`src/rtl/bk_multiword_adder_seq.sv`:
```
// Sequential multi-word adder: one 32-bit Brent-Kung slice per cycle, LSW first, carry chained
// through a register. Optional signed-overflow output enabled by defining BK_SIGNED_OVF_EN.

module brent_kung32 (
  input  logic [31:0] a,
  input  logic [31:0] b,
  input  logic        cin,
  output logic [31:0] out,
  output logic        cout
);
  logic [31:0] w_g;
  logic [31:0] w_p;
  logic [31:0] w_c;

  // Up-sweep builds power-of-two group terms; down-sweep fills the remaining prefixes in place.
  // NOTE: every variable gets a default at the top of always_comb so no latch can be inferred.
  always_comb begin
    w_g = a & b;
    w_p = a ^ b;
    for (int l = 1; l <= 5; l++) begin
      for (int i = 0; i < 32; i++) begin
        if (((i + 1) % (1 << l)) == 0) begin
          w_g[i] = w_g[i] | (w_p[i] & w_g[i-(1<<(l-1))]);
          w_p[i] = w_p[i] & w_p[i-(1<<(l-1))];
        end
      end
    end
    for (int l = 4; l >= 1; l--) begin
      for (int i = 0; i < 32; i++) begin
        if ((((i + 1) % (1 << l)) == (1 << (l - 1))) && (i >= (1 << l))) begin
          w_g[i] = w_g[i] | (w_p[i] & w_g[i-(1<<(l-1))]);
          w_p[i] = w_p[i] & w_p[i-(1<<(l-1))];
        end
      end
    end
  end

  // w_c[i] is the carry into bit i+1, folding cin in as a generate below bit 0.
  assign w_c  = w_g | (w_p & {32{cin}});
  assign out  = (a ^ b) ^ {w_c[30:0], cin};
  assign cout = w_c[31];
endmodule

module bk_multiword_adder_seq #(
  parameter int WORDS = 2
) (
  input  logic                  clk,
  input  logic                  rst_n,
  input  logic                  in_valid,
  output logic                  in_ready,
  input  logic [WORDS*32-1:0]   a,
  input  logic [WORDS*32-1:0]   b,
  input  logic                  cin,
  output logic                  out_valid,
  input  logic                  out_ready,
  output logic [WORDS*32-1:0]   sum,
`ifdef BK_SIGNED_OVF_EN
  output logic                  ovf,
`endif
  output logic                  cout
);
  localparam int W  = WORDS * 32;
  localparam int IW = (WORDS > 1) ? $clog2(WORDS) : 1;

  typedef enum logic [1:0] {
    ST_IDLE = 2'd0,
    ST_RUN  = 2'd1,
    ST_DONE = 2'd2
  } state_t;

  state_t          r_state;
  state_t          w_state_nxt;
  logic [IW-1:0]   r_idx;
  logic            r_carry;
  logic [W-1:0]    r_a;
  logic [W-1:0]    r_b;
  logic [W-1:0]    r_sum;
  logic            r_cout;
  logic            w_accept;
  logic            w_last;
  logic [31:0]     w_add_out;
  logic            w_add_cout;

  assign in_ready  = (r_state == ST_IDLE);
  assign out_valid = (r_state == ST_DONE);
  assign w_accept  = in_valid && in_ready;
  assign w_last    = (r_idx == IW'(WORDS - 1));
  assign sum       = r_sum;
  assign cout      = r_cout;

  brent_kung32 u_add (
    r_a[int'(r_idx)*32 +: 32],
    r_b[int'(r_idx)*32 +: 32],
    r_carry,
    w_add_out,
    w_add_cout
  );

  always_comb begin
    w_state_nxt = r_state;
    case (r_state)
      ST_IDLE: if (w_accept)  w_state_nxt = ST_RUN;
      ST_RUN:  if (w_last)    w_state_nxt = ST_DONE;
      ST_DONE: if (out_ready) w_state_nxt = ST_IDLE;
      default:                w_state_nxt = ST_IDLE;
    endcase
  end

  // NOTE: sequential state uses non-blocking assignments so every flop samples pre-edge values.
  always_ff @(posedge clk or negedge rst_n) begin
    if (!rst_n) r_state <= ST_IDLE;
    else        r_state <= w_state_nxt;
  end

  // NOTE: operand registers carry no reset; they are always loaded before being read.
  always_ff @(posedge clk) begin
    if (w_accept) begin
      r_a <= a;
      r_b <= b;
    end
  end

  always_ff @(posedge clk or negedge rst_n) begin
    if (!rst_n) begin
      r_idx   <= '0;
      r_carry <= 1'b0;
      r_sum   <= '0;
      r_cout  <= 1'b0;
    end else if (w_accept) begin
      r_idx   <= '0;
      r_carry <= cin;
    end else if (r_state == ST_RUN) begin
      r_sum[int'(r_idx)*32 +: 32] <= w_add_out;
      r_carry                     <= w_add_cout;
      r_idx                       <= w_last ? '0 : r_idx + 1'b1;
      if (w_last) r_cout <= w_add_cout;
    end
  end

`ifdef BK_SIGNED_OVF_EN
  logic r_ovf;
  assign ovf = r_ovf;

  // Overflow only when both operands share a sign and the result sign differs.
  always_ff @(posedge clk or negedge rst_n) begin
    if (!rst_n) begin
      r_ovf <= 1'b0;
    end else if ((r_state == ST_RUN) && w_last) begin
      r_ovf <= (r_a[W-1] == r_b[W-1]) && (w_add_out[31] != r_a[W-1]);
    end
  end
`endif
endmodule

```
`config.mk`:
```
export PLATFORM = sky130hd
export DESIGN_NAME = bk_multiword_adder_seq
export DESIGN_NICKNAME = d
export VERILOG_FILES = /design/src/rtl/bk_multiword_adder_seq.sv
export SDC_FILE = /design/constraint.sdc
export NUM_CORES = 1
export LEC_CHECK = 0
export CAP_MARGIN = 20
export CORE_MARGIN = 1.5
export CORE_UTILIZATION = 32
export CTS_CLUSTER_SIZE = 16
export DETAILED_ROUTE_END_ITERATION = 10
export PLACE_DENSITY = 0.59
export SLEW_MARGIN = 0
export SYNTH_ARGS = -nofsm -noshare
export SYNTH_HDL_FRONTEND = slang
export SYNTH_HIERARCHICAL = 1
export SYNTH_SLANG_ARGS = --single-unit
```
`constraint.sdc`:
```
create_clock -name clk -period 10.7 [get_ports clk]
set_input_delay 2.14 -clock clk [delete_from_list [all_inputs] [get_ports clk]]
set_output_delay 2.14 -clock clk [all_outputs]
set_load 0.01 [all_outputs]
```
==> run_results.csv <==
group,metric,value,unit
sta,timing.final.ws_setup,6.50,ns
hold_path,hold_start,"sum[31]$_DFFE_PN0P_",
pwr,p_leak,4.34,nW
critical_path,arrival,4.25,ns
yosys,synth_fp_nets,709,
critical_path,worstPathCellList,"clkdlybuf4s50_1 > and2_4 > buf_4",
hold_path,hp-class,"reg -> reg",
sta,relSlewSlack,34.7,%
critical_path,end_kind,"flop",
flow_run,cap_violations,0,
routing,vias,5092,
grt,grt_pass1_vias,5307,
clock_tree,cts_resized,0,
clock_tree,ctsHoldBuffers,0,
critical_path,path_max_fanout,68,
critical_path,required,10.75,ns
clock_tree,cts_tree,"yes",
floorplanning,die-area,28100,um^2
clock_tree,post-cts-setup-buffer-count,0,
routing,drtIter0Drc,305,
yosys,syn_inst,543,
pwr,p_clk_share,18.8,%
yosys,async_flop_share,35.0,%
placement,place_ws,6.03,ns
routing,viasPerCell,4.62,
sta,fin_crit_sh,39.2,%
grt,grt_usage,14.4,%
clock_tree,h-tree-depth,4,
yosys,synth_edf_count,128,
yosys,syn_avg_cell_area,16.0,um^2
grt,grt_max_degree,70,
clock_tree,numCtsBuffers,17,
sta,fin_tns_setup,0,ns
sta,slew_viol_final,0,
routing,firstDrtPassIters,4,
pwr,p_switching,1.27,mW
grt,grt_pass1_wl,30400,um
placement,globalplace.congestion,0.755,
floorplanning,coreArea,26800,um^2
critical_path,critical_path_class,"in -> reg",
critical_path,slowest_delay,0.77,ns
critical_path,crit_path_start,"in_valid",
critical_path,setup.worst_path.start_class,"primary input",
floorplanning,start_util,32.4,%
critical_path,cpMaxStageDelayCell,"buf_4",
sta,max_freq,238,MHz
placement,hpwl,13800,um
yosys,synth-seq-cells,197,
finish,finish.instance_area,11600,um^2
sta,rsz0062_at_grt,"no",
sta,tightest_slew,0.980,ns
routing,drcViolationCount,0,
finish,drive_above_1_share,23.0,%
clock_tree,clk_path_buf_depth,2,
clock_tree,clock-sinks,197,
pwr,combPwrFrac,47.1,%
yosys,synth-main-ff-cell,"edfxtp_1",
outcome,status,"complete, no violations",
floorplanning,rows,60,
critical_path,worstReg2RegStart,"r_idx$_DFFE_PN0P_",
sta,setup_viol,0,
placement,io_buffers,199,
finish,antennaDiodeCount,0,
floorplanning,io_pins,200,
yosys,synthesis.area,8670,um^2
yosys,ys_types,51,
finish,final_nets,916,
pwr,switching_share,35.0,%
finish,areaGrowthSynthToFinish,33.9,%
pwr,pwr-share-seq,34.1,%
placement,placed_area,11000,um^2
yosys,seq_area_frac_synth,64.2,%
clock_tree,cts_root_buf,"clkbuf_16",
pwr,powerDensity,313,nW/um^2
clock_tree,path_clk_slew,0.07,ns
sta,holdWs,0.508,ns
routing,antenna_left,0,
sta,fin_crit,4.20,ns
clock_tree,clkLatencyLatePin,0.43,ns
grt,antenna_found_initial,0,
grt,gr-total-overflow,0,
sta,finClkSkew,0.00944,ns
routing,avgRoutedWirePerCell,17.8,um
pwr,p_total,3.63,mW
routing,wl,19600,um
sta,hold_viol,0,
pwr,internal_power,2.36,mW
floorplanning,fp.dieW,168,um
floorplanning,die_h,168,um
yosys,yosysWarnings,6,
pwr,vdd_drop_max,0.114,mV
-- synth_stat cells, types with 3 or more instances --
library cell    n  area (um^2)
a21oi_1        16         80.1
buf_6           5         56.3
nor2b_1         5         31.3
ha_1           32          400
and2_1          3         18.8
buf_2           7         35.0
nand2_1        13         48.8
nor2_1         15         56.3
dfrtp_1        69         1730
xnor2_1        13          114
edfxtp_1      128         3840
xor2_1         11         96.3
a21o_1          7         52.6
inv_1          15         56.3
nand3_1         9         45.0
nand2b_1        3         18.8
o21bai_1        5         37.5
a31oi_1         5         31.3
o21a_1          3         22.5
nor3_1          5         25.0
o21ai_0        10         50.1
mux2_2        127         1430
-- power by group through the flow --
stage | Sequential, mW | Combinational, mW | Clock (mW)
5_1_grt | 1.27 | 1.88 | 0.729
2_1_floorplan | 1.26 | 1.11 | 0
3_5_place_dp | 1.26 | 1.72 | 0
4_1_cts | 1.25 | 1.74 | 0.702
6_report | 1.24 | 1.71 | 0.681
3_3_place_gp | 1.26 | 1.71 | 0
-- cell families after synthesis --
kind of cell	share of synthesized area, %
xor+xnor	2.42
flops	64.2
fa+ha+maj	4.85
mux	16.8
buf+inv	2.02
simple gates	4.34
compound gates	5.37
-- through the flow --
step | instances | utilization [%]
detailed placement | 1072 | 41.0
global placement | 1072 | 41.0
CTS | 1103 | 43.3
finish | 1103 | 43.3
global route | 1103 | 43.3
floorplan | 543 | -
-- cells in the final DEF (no fill, tap or decap), drive strengths merged, types with 9 or more instances in the layout --
cell and n:
clkdlybuf4s50 198, a21oi 18, xnor2 13, nand3 9, clkbuf 19, ha 32
nand2 13, edfxtp 128, o21ai 11, mux2 129, xor2 11, inv 19
dfrtp 69, nor2 15
-- per-layer routing --
layer	share of wire (%)	wire (um)	vias up	track usage (%)
met5	0	0	-	0
met4	1.6	314	0	4.86
met3	5.3	1040	20	3.38
met2	47	9130	138	22.7
met1	46	9110	2474	19.5
li1	-	-	2460	-
-- path summary, 6_finish.rpt --
path,endpoint,slack [ns],depth (start not counted)
hold / removal,sum[31]$_DFFE_PN0P_,0.51,1
setup / recovery,r_b[48]$_DFFE_PP_,6.50,3
min in group asynchronous,sum[43]$_DFFE_PN0P_,1.85,1
hold reg to reg,sum[31]$_DFFE_PN0P_,0.51,1
max in group asynchronous,r_idx$_DFFE_PN0P_,8.12,1
setup reg to reg,sum[51]$_DFFE_PN0P_,6.56,10
-- worst max-delay path: cells and delay by family --
family / cells / cell delay [ns]
buf+inv: 2 / 1.29
simple gates: 1 / 0.67
-- registers in the layout, summed over array words and instances (netlist names) --
register	cells
sum	64
cout	1
r_state	2
r_b	64
r_carry	1
r_a	64
r_idx	1
-- layout make-up --
class,count,area (um^2)
Fill cell,2432,15200
Sequential cell,197,5570
Multi-Input combinational cell,317,2930
Timing Repair Buffer,202,2010
Clock buffer,19,433
Tap cell,341,427
Clock inverter,12,176
Inverter,15,56.3
No activity file was read; power rests on OpenSTA's default activity.
